<file path="src/rtl/framed_seq_detect.sv">
// Serial pattern detector: framed (non-overlapping) or sliding-window compare against a masked pattern.
// Latency: match/not_match register one cycle after the completing bit; no backpressure, data_valid=0 stalls.
module framed_seq_detect #(
    parameter int FRAME_LEN = 6,
    parameter int CNT_W     = 8
) (
    input  logic                 clk,
    input  logic                 rst_n,
    input  logic                 clear,
    input  logic                 mode,
    input  logic                 data_valid,
    input  logic                 data,
    input  logic [FRAME_LEN-1:0] pattern,
    input  logic [FRAME_LEN-1:0] mask,
    output logic                 match,
    output logic                 not_match,
    output logic [CNT_W-1:0]     hit_cnt
);

    localparam int CW = (FRAME_LEN > 2) ? $clog2(FRAME_LEN) : 1;
    localparam logic [CW-1:0] LAST = CW'(FRAME_LEN - 1);

    logic [FRAME_LEN-1:0] sr, sr_nxt;
    logic [CW-1:0]        cnt, cnt_nxt;
    logic                 full, full_nxt;
    logic                 mode_q;
    logic                 match_nxt, not_match_nxt;
    logic [CNT_W-1:0]     hit_cnt_nxt;

    logic [FRAME_LEN-1:0] word;
    logic                 hit;
    logic                 last;

    // Candidate word includes the bit arriving this cycle, so a compare needs no extra cycle.
    assign word = {sr[FRAME_LEN-2:0], data};
    assign hit  = ((word ^ pattern) & mask) == '0;
    assign last = (cnt == LAST);

    always_comb begin
        sr_nxt        = sr;
        cnt_nxt       = cnt;
        full_nxt      = full;
        match_nxt     = 1'b0;
        not_match_nxt = 1'b0;
        hit_cnt_nxt   = hit_cnt;

        if (clear) begin
            sr_nxt      = '0;
            cnt_nxt     = '0;
            full_nxt    = 1'b0;
            hit_cnt_nxt = '0;
        end else if (mode != mode_q) begin
            // Switching mode restarts alignment; the bit presented now is dropped.
            sr_nxt   = '0;
            cnt_nxt  = '0;
            full_nxt = 1'b0;
        end else if (data_valid) begin
            sr_nxt = word;
            if (!mode_q) begin
                if (last) begin
                    cnt_nxt       = '0;
                    match_nxt     = hit;
                    not_match_nxt = !hit;
                end else begin
                    cnt_nxt = cnt + CW'(1);
                end
            end else begin
                if (last) begin
                    full_nxt = 1'b1;
                end else begin
                    cnt_nxt = cnt + CW'(1);
                end
                if (full || last) begin
                    match_nxt = hit;
                end
            end
            if (match_nxt && (hit_cnt != '1)) begin
                hit_cnt_nxt = hit_cnt + CNT_W'(1);
            end
        end
    end

    always_ff @(posedge clk or negedge rst_n) begin
        if (!rst_n) begin
            sr        <= '0;
            cnt       <= '0;
            full      <= 1'b0;
            mode_q    <= 1'b0;
            match     <= 1'b0;
            not_match <= 1'b0;
            hit_cnt   <= '0;
        end else begin
            sr        <= sr_nxt;
            cnt       <= cnt_nxt;
            full      <= full_nxt;
            mode_q    <= mode;
            match     <= match_nxt;
            not_match <= not_match_nxt;
            hit_cnt   <= hit_cnt_nxt;
        end
    end

endmodule

</file>
<file path="config.mk">
export PLATFORM = sky130hd
export DESIGN_NAME = framed_seq_detect
export DESIGN_NICKNAME = d
export VERILOG_FILES = /design/src/rtl/framed_seq_detect.sv
export SDC_FILE = /design/constraint.sdc
export NUM_CORES = 1
export LEC_CHECK = 0
export ABC_AREA = 0
export BUFFER_PORTS_ARGS = -buffer_cell sky130_fd_sc_hd__buf_2
export CORE_MARGIN = 4
export CORE_UTILIZATION = 48
export DETAILED_ROUTE_END_ITERATION = 7
export GPL_ROUTABILITY_DRIVEN = 1
export GPL_TIMING_DRIVEN = 0
export PLACE_DENSITY_LB_ADDON = 0.1
export SLEW_MARGIN = 10
export SYNTH_ARGS = -nofsm -noshare
export SYNTH_HDL_FRONTEND = slang
export SYNTH_SLANG_ARGS = --single-unit
</file>
<file path="constraint.sdc">
create_clock -name clk -period 3.2 [get_ports clk]
set_clock_uncertainty 0.05 [all_clocks]
set_input_delay 0.64 -clock clk [delete_from_list [all_inputs] [get_ports clk]]
set_output_delay 0.64 -clock clk [all_outputs]
set_load 0.01 [all_outputs]
</file>
==> Word-level counts from Yosys, hierarchy flattened <==
Cells that the tools add are included.
{ "totals": {"register_bits": 20, "in_bits": 18, "output_inout_bits": 10, "wordCells": 60} }
{ "classes": {"add_sub_neg": 2, "n_eq_ne": 5, "n_mux": 32, "bitwise": 2, "n_reduce_logical": 12} }
{ "ops": {"columns": ["op", "count"], "rows": [
  ["8-bit 2-to-1 mux", 4],
  ["1-bit 2-to-1 mux", 19],
  ["3-bit 2-to-1 mux", 6],
  ["5-bit 2-to-1 mux", 3],
  ["3-bit nonzero test", 3],
  ["8-bit by 1-bit adder with 8-bit output, second input constant", 1],
  ["8-bit inequality test, second input constant", 1],
  ["6-bit AND", 1],
  ["6-bit zero test", 1],
  ["3-bit AND reduction", 2],
  ["6-bit XOR", 1],
  ["4-bit by 3-bit inequality test with 1-bit output, second input constant", 1],
  ["2-bit nonzero test", 2],
  ["3-bit by 1-bit adder with 3-bit output, second input constant", 1],
  ["3-bit == test, second input constant", 1],
  ["2-bit inequality test, second input constant", 1],
  ["2-bit AND reduction", 1],
  ["1-bit logical AND", 1],
  ["1-bit zero test", 1],
  ["1-bit logical OR", 1],
  ["1-bit inequality test", 1]
]} }

==> Longest topological paths before layout <==
Gate-level depths: netlist of the first run.
{ "logic_depth": {"word_depth": 13, "ltp_mapped": 8} }

==> Least setup slack after synthesis of the first run <==
No wires, ideal clock.
{ "synth_timing": {"path_type": "in2reg", "from": "input port pattern[5]", "to": "register hit_cnt[7]", "setup_time_ps": 128, "arrival_time_ps": 1895, "setup_slack_ps": 1127, "cell_stages": 6, "n_path_buf": 1, "cell_sequence": "xor2_1 -> a22oi_2 -> nand4_2 -> buf_6 -> nor4_1 -> mux2_1"} }
{ "synth_between": {"elab_chain_cells": 11, "elab_cells_between_ends": 12, "cone_classes": "mux: 6; bitwise: 2; reduce/logical: 4"} }
{ "synth_lines": {"columns": ["element", "line_no", "rtl"], "rows": [
  ["start, declared", "13", "input logic [FRAME_LEN-1:0] pattern,"],
  ["6-bit XOR *", "36", "assign hit = ((word ^ pattern) & mask) == '0;"],
  ["6-bit AND *", "36", null],
  ["6-bit zero test *", "36", null],
  ["1-bit 2-to-1 mux (on tied branches)", "60, 73", null],
  ["1-bit 2-to-1 mux *", "59", "if (!mode_q) begin"],
  ["1-bit 2-to-1 mux *", "57", "end else if (data_valid) begin"],
  ["1-bit 2-to-1 mux *", "52", "end else if (mode != mode_q) begin"],
  ["1-bit 2-to-1 mux *", "47", "if (clear) begin"],
  ["1-bit logical AND *", "77", "if (match_nxt && (hit_cnt != '1)) begin"],
  ["2-bit nonzero test (no source line) *", null, null],
  ["3-bit AND reduction (no source line) *", null, null],
  ["end signal, assigned", "99", "hit_cnt <= hit_cnt_nxt;"],
  ["end, declared", "17", "output logic [CNT_W-1:0] hit_cnt"]
]} }
Mark *: on every way between the ends. The rest lies on a longest branch, timed or not. The select of a mux whose other input is x is not followed.
A chain may end at the register's enable or synchronous reset.

==> Final worst setup path of the first run <==
{ "layout_timing": {"from": "register cnt[1]", "to": "register hit_cnt[7]"} }
{ "layout_between": {"elab_chain_cells": 10, "elab_cells_between_ends": 11, "cone_classes": "eq/ne: 1; mux: 6; reduce/logical: 4"} }
{ "layout_lines": {"columns": ["element", "line_no", "rtl"], "rows": [
  ["start, declared", "24", "logic [CW-1:0] cnt, cnt_nxt;"],
  ["start signal, assigned", "94", "cnt <= cnt_nxt;"],
  ["3-bit == test *", "37", "assign last = (cnt == LAST);"],
  ["1-bit logical OR", "73", "if (full || last) begin"],
  ["1-bit 2-to-1 mux", "73", null],
  ["1-bit 2-to-1 mux *", "59", null],
  ["1-bit 2-to-1 mux *", "57", null],
  ["1-bit 2-to-1 mux *", "52", null],
  ["1-bit 2-to-1 mux *", "47", null],
  ["1-bit logical AND *", "77", null],
  ["2-bit nonzero test (no source line) *", null, null],
  ["3-bit AND reduction (no source line) *", null, null]
]} }
Marked as above.

==> results of run 1 <==
==> metal layers <==
layer / global-route usage, % / wire, um
met1: 19.71 / 988
met2: 26.54 / 1174
met3: 2.759 / 126
met4: 6.102 / 14
met5: 0 / 0
==> sequential cells by signal, summed over array words and instances, names as in the netlist <==
signal,count
full,1
not_match,1
match,1
cnt,3
mode_q,1
hit_cnt,8
sr,5
==> kinds of logic after synthesis <==
kind of cell | share of synthesized area [%]
AND/OR/NAND/NOR | 19.58
AO/OA/AOI/OAI | 14.13
XOR/XNOR | 5.451
adder cells (fa/ha/maj) | 3.337
buffers and inverters | 3.782
multiplexers | 9.233
flip-flops | 44.49
==> metrics by stage <==
| step | worst slack, ps | util [%] | cells | power (mW) |
|---|---|---|---|---|
| global route | 894.5 | 59.95 | 170 | 0.4830 |
| detailed placement | 828.5 | 58.31 | 166 | 0.3212 |
| finish | 1090 | 59.95 | 170 | 0.4609 |
| global placement | 875.7 | 58.31 | 166 | 0.3185 |
| CTS | 1072 | 59.95 | 170 | 0.4698 |
| floorplan | 1127 | - | 112 | 0.2954 |
==> final timing paths <==
| check | endpoint | from | slack [ps] |
|---|---|---|---|
| min in group clk | mode_q | mode | 460 |
| max reg2reg | hit_cnt[7] | cnt[1] | 1090 |
| max | hit_cnt[7] | cnt[1] | 1090 |
| min reg2reg | cnt[0] | cnt[0] | 480 |
| min | cnt[2] | rst_n | 220 |
| max in group asynchronous | cnt[0] | rst_n | 2570 |
==> power by group <==
group | internal [mW] | switching (mW)
registers | 0.256 | 0.00325
logic | 0.0240 | 0.0323
clock network | 0.0693 | 0.0764
total | 0.349 | 0.112
==> cells in the final DEF (no fill, tap or decap), types with 3 or more instances in the layout <==
master and n:
a21oi_1 8, a22oi_2 3, buf_2 27, clkbuf_4 3, dfrtp_1 20, ha_1 3, inv_1 3, mux2i_1 7
nand2_1 8, nand2b_1 4, nand3_1 3, nor2_1 12, o31ai_1 5, or2_2 3, or4_1 5, xor2_1 7
==> area by class of cell <==
class	instances	area (um2)
fill	205	885.9
multi-input combinational	84	581.8
sequential	20	500.5
timing repair buffer	26	130.1
clock buffer	4	36.28
tap	28	35.03
buffer	5	31.28
inverter	3	11.26
==> impl_metrics.tcl, run 1 <==
set metrics [dict create \
    start_util_pct 50.85 \
    dieHeight_um 56.41 \
    ys.flop_type "dfrtp_1" \
    worstSetupPathType "reg -> reg" \
    synth_commonest_cells "dfrtp_1 (20), nor2_1 (12), a21oi_1 (8), nand2_1 (8)" \
    critPathTopFamily "simple AND/OR/NAND/NOR gates" \
    postPlaceCellArea_um2 1290 \
    rr_worst_depth 8 \
    drt_first_pass_iters 4 \
    floorplan.rows 17 \
    overflow 0 \
    pin_count 28 \
    synth_edf_count 0 \
    clk_latency_ps 290 \
    cts_setup_buffers 0 \
    htreeDepth 1 \
    cp-start-kind "flop" \
    slew_headroom_pct 69.93 \
    die-area_um2 3182 \
    area_growth_pct 17.91 \
    drive_above_1_share_pct 28.87 \
    synth_top_area_share_pct 44.49 \
    leakagePower_nw 0.6422 \
    cp-end-kind "flop" \
    fin_area_um2 1326 \
    place.gp.congestion 0.7861 \
    cts_hold_buf 0 \
    power.density_nw_per_um2 347.5 \
    hpwl_mm 1.778 \
    cp.arrival_ps 2250 \
    cts_root_buf "clkbuf_4" \
    wl_mm 2.303 \
    drt_iter0_drc 12 \
    worst-path-stages 8 \
    path_buf_inv 2 \
    drc_errors 0 \
    ant_nets 0 \
    cts_tree "built" \
    synth-async-reset-ratio_pct 100.0 \
    grt_pass1_wl_mm 3.946 \
    ir_worst_vdd_mv 0.2210 \
    cts_resized 0 \
    synth_top_cell_by_area "dfrtp_1" \
    cp_max_fo 10 \
    numPortBuffers 26 \
    diodes 0 \
    synth.area.top_cells "dfrtp_1 (44%), mux2i_1 (6.2%), xor2_1 (5.5%)" \
    yosysUniqueCellTypes 30 \
    tightest_slew_ps 451.1 \
    clkSlewWorstSetupHoldPaths_ps 110 \
    rsz0062_at_grt "false" \
    syn_nets 133 \
    fin_crit_ps 2110 \
    grt_use_total_pct 15.67 \
    grt_pass1_vias 932 \
    fp.dieW_um 56.41 \
    ys_seq_area_share_pct 44.49 \
    via_count 921 \
    fmax_mhz 473.9 \
    cap_viol_max_count 0 \
    synth_area_um2 1125 \
    holdWs_ps 222.0 \
    final_hold_viol_count 0 \
    fin_crit_sh_pct 65.94 \
    core-area_um2 2212 \
    slew_viol_final 0 \
    cts.sinks 20 \
    fin_nets 164 \
    synth_seq_cells 20 \
    slowest_stage "dfrtp_1" \
    outcome "completed" \
    finalSetupViolCount 0 \
    max_stage_delay_ps 410 \
    vias_per_cell 5.418 \
    cts_max_path_buffers 2 \
    grt_max_degree 21 \
    path_cells "inv_1 > ha_1 > nand2_1 > a21boi_1 > nand4_2 > buf_6 > nor4_1 > mux2_1" \
    synth_most_common_cell "dfrtp_1" \
    post_drt_wl_per_cell_um 13.55 \
    ys_warn_count 0 \
    numCtsBuffers 3 \
    setup_tns_ps 0 \
    synth_cells 112 \
    synth_area_per_cell_um2 10.04 \
    grt_antenna_before_repair 0 \
    cp.required_ps 3340 \
    hp-class "in -> async" \
]
No activity file was read; power rests on OpenSTA's default activity.
==> inputs of run 2 (changes only) <==
--- a/config.mk
+++ b/config.mk
@@ -5,10 +5,10 @@
 export SDC_FILE = /design/constraint.sdc
 export NUM_CORES = 1
 export LEC_CHECK = 0
-export ABC_AREA = 0
+export ABC_AREA = 1
 export BUFFER_PORTS_ARGS = -buffer_cell sky130_fd_sc_hd__buf_2
 export CORE_MARGIN = 4
-export CORE_UTILIZATION = 48
+export CORE_UTILIZATION = 47
 export DETAILED_ROUTE_END_ITERATION = 7
 export GPL_ROUTABILITY_DRIVEN = 1
 export GPL_TIMING_DRIVEN = 0
==> constraint.sdc (replaced) <==
create_clock -name clk -period 1.9 [get_ports clk]
set_clock_uncertainty 0.05 [all_clocks]
set_input_delay 0.38 -clock clk [delete_from_list [all_inputs] [get_ports clk]]
set_output_delay 0.38 -clock clk [all_outputs]
set_load 0.01 [all_outputs]
==> run 2 against run 1 <==
Compared with the run above: cell area increased by 7.1%; cell count grew 31%; critical path depth stayed put; critical endpoint is now hit_cnt[6].
==> impl_metrics.tcl, run 2 <==
set metrics [dict create \
    outcome "completed" \
    overflow 0 \
    numPortBuffers 27 \
    grt_antenna_before_repair 0 \
    max_stage_delay_ps 440 \
    fin_area_um2 1420 \
    drc_errors 0 \
    final_hold_viol_count 0 \
    htreeDepth 1 \
    largest_reg_flops 8 \
    clkPwrFrac_pct 30.1 \
    mostFrequentLayoutCells "nand2_1 (46), buf_2 (28), inv_1 (26)" \
    setup_tns_ps 0 \
    cp_common_cell "nand2_1" \
    fin_crit_sh_pct 83.64 \
    finalSetupViolCount 0 \
    placedCellCount 217 \
    reg_top3 "hit_cnt x8, sr x5, cnt x3" \
    power.density_nw_per_um2 591.2 \
    cts_max_path_buffers 2 \
    synth_top_area_share_pct 41.67 \
    drt_iter0_drc 28 \
    ys_warn_count 0 \
    synth_top_cell_by_area "dfrtp_1" \
    switching_power_mw 0.2309 \
    numCtsBuffers 3 \
    cts.sinks 20 \
    yosysUniqueCellTypes 22 \
    ys_seq_area_share_pct 41.67 \
    core-area_um2 2455 \
    synth-async-reset-ratio_pct 100.0 \
    cap_viol_max_count 0 \
    combPwrFrac_pct 15.7 \
    power.internal_mw 0.6087 \
    cp.required_ps 2100 \
    p_seq_share_pct 54.1 \
    clk_latency_ps 310 \
    grt_max_degree 21 \
    ant_nets 0 \
    start_util_pct 48.93 \
    worstSetupPathType "reg -> reg" \
    drt_first_pass_iters 5 \
    post-place-ws_ps 322.2 \
    leakagePower_nw 0.8084 \
    syn_nets 181 \
    drive_above_1_share_pct 21.35 \
    floorplan.rows 18 \
    slew_headroom_pct 69.17 \
    stdcell_count 222 \
    cp-start-kind "flop" \
    diodes 0 \
    clkSlewWorstSetupHoldPaths_ps 120 \
    final_core_util_pct 57.85 \
    slowest_stage "dfrtp_1" \
    synth_edf_count 0 \
    synth_cells 160 \
    postPlaceCellArea_um2 1374 \
    post_drt_wl_per_cell_um 11.53 \
    rsz0062_at_grt "false" \
    place.gp.congestion 0.8412 \
    via_count 1119 \
    hp-class "in -> reg" \
    cts_resized 0 \
    holdWs_ps 175.4 \
    synth_seq_cells 20 \
    vias_per_cell 5.041 \
    hpwl_mm 1.944 \
    cp.arrival_ps 1790 \
    wl_mm 2.560 \
    ir_worst_vdd_mv 0.5736 \
    synth.area.top_cells "dfrtp_1 (42%), nand2_1 (14%), inv_1 (8.1%)" \
    fin_crit_ps 1589 \
    synth_most_common_cell "nand2_1" \
    area_growth_pct 18.23 \
    fin_ws_ps 310.8 \
    ys.flop_type "dfrtp_1" \
    tightest_slew_ps 462.5 \
    cts_root_buf "clkbuf_4" \
    largest_register "hit_cnt" \
    synth_commonest_cells "nand2_1 (46), inv_1 (26), dfrtp_1 (20)" \
    die-area_um2 3429 \
    fp.dieW_um 58.56 \
    grt_pass1_wl_mm 4.395 \
    slew_viol_final 0 \
    grt_pass1_vias 1071 \
    pin_count 28 \
    fmax_mhz 629.2 \
    synth_area_per_cell_um2 7.507 \
    cts_tree "built" \
    cp_max_fo 9 \
    path_cells "ha_1 > nand3_1 > nor2_1 > nor2_2 > nand4_4 > nand2_4 > nand2_1 > nand2_1" \
    dieHeight_um 58.56 \
    synth_area_um2 1201 \
    final_common_cell "nand2_1" \
    cp-end-kind "flop" \
    fin_nets 214 \
    grt_use_total_pct 16.51 \
    p_total_mw 0.8396 \
    netSwitchingFraction_pct 27.50 \
]
-- run 2: cell count changes after synthesis, moves of 5 or more --
cell     before  now
nand2_2       0    5
o31ai_1       5    0
or4_1         5    0
mux2i_1       7    0
inv_1         3   26
nand3_1       3   16
nand2_1       8   46
o22ai_1       0    5
-- run 2: path summary, 6_finish.rpt --
kind,from,slack (ps),to,cells after the start
worst max-delay path,hit_cnt[0],310,hit_cnt[6],8
worst max register to register,hit_cnt[0],310,hit_cnt[6],8
worst min register to register,full,460,full,2
max in group asynchronous,rst_n,980,hit_cnt[4],2
min in group asynchronous,rst_n,500,hit_cnt[1],2
worst min-delay path,mode,180,mode_q,1
-- run 2: kinds of logic after synthesis --
logic type | after synthesis | synth area share [%]
AOI/OAI and AO/OA | 13 | 6.563
adders and majority gates | 3 | 3.125
xor gates and xnor gates | 6 | 4.375
and+or+nand+nor | 90 | 34.69
DFF | 20 | 41.67
buffers and inverters | 28 | 9.582
-- run 2: metal layers --
layer  up-vias  part of all wire [%]  GRT usage [%]
met5         -                     0              0
met1       514                    43          19.14
met4         0                  0.98          3.974
met2        30                    50          29.82
met3         4                   6.3          4.605
li1        571                     -              -
-- run 2: area by class of cell --
cell class                      count  area (um2)
Buffer                              2       17.52
Clock buffer                        4       36.28
Fill cell                         253        1035
Inverter                           26       97.59
Multi-Input combinational cell    112       585.6
Sequential cell                    20       500.5
Tap cell                           30       37.54
Timing Repair Buffer               28       145.1
-- run 2: timing repair --
item                      4_1_cts  5_1_grt
hold buffers                    1        0
setup buffers                   0        0
hold endpoints to repair       20        0
-- run 2: worst max-delay path: cells and delay by family (launching register included) --
| kind | cells | cell delay [ps] |
|---|---|---|
| fa+ha+maj | 1 | 260 |
| simple gates | 7 | 770 |
| flops | 1 | 440 |
-- run 2: power by group through the flow --
stage          Sequential, mW  Clock [mW]  Combinational [mW]
2_1_floorplan           0.464           0              0.0752
3_3_place_gp            0.462           0               0.127
3_5_place_dp            0.463           0               0.132
4_1_cts                 0.455       0.261               0.134
5_1_grt                 0.458       0.271               0.153
6_report                0.454       0.253               0.132
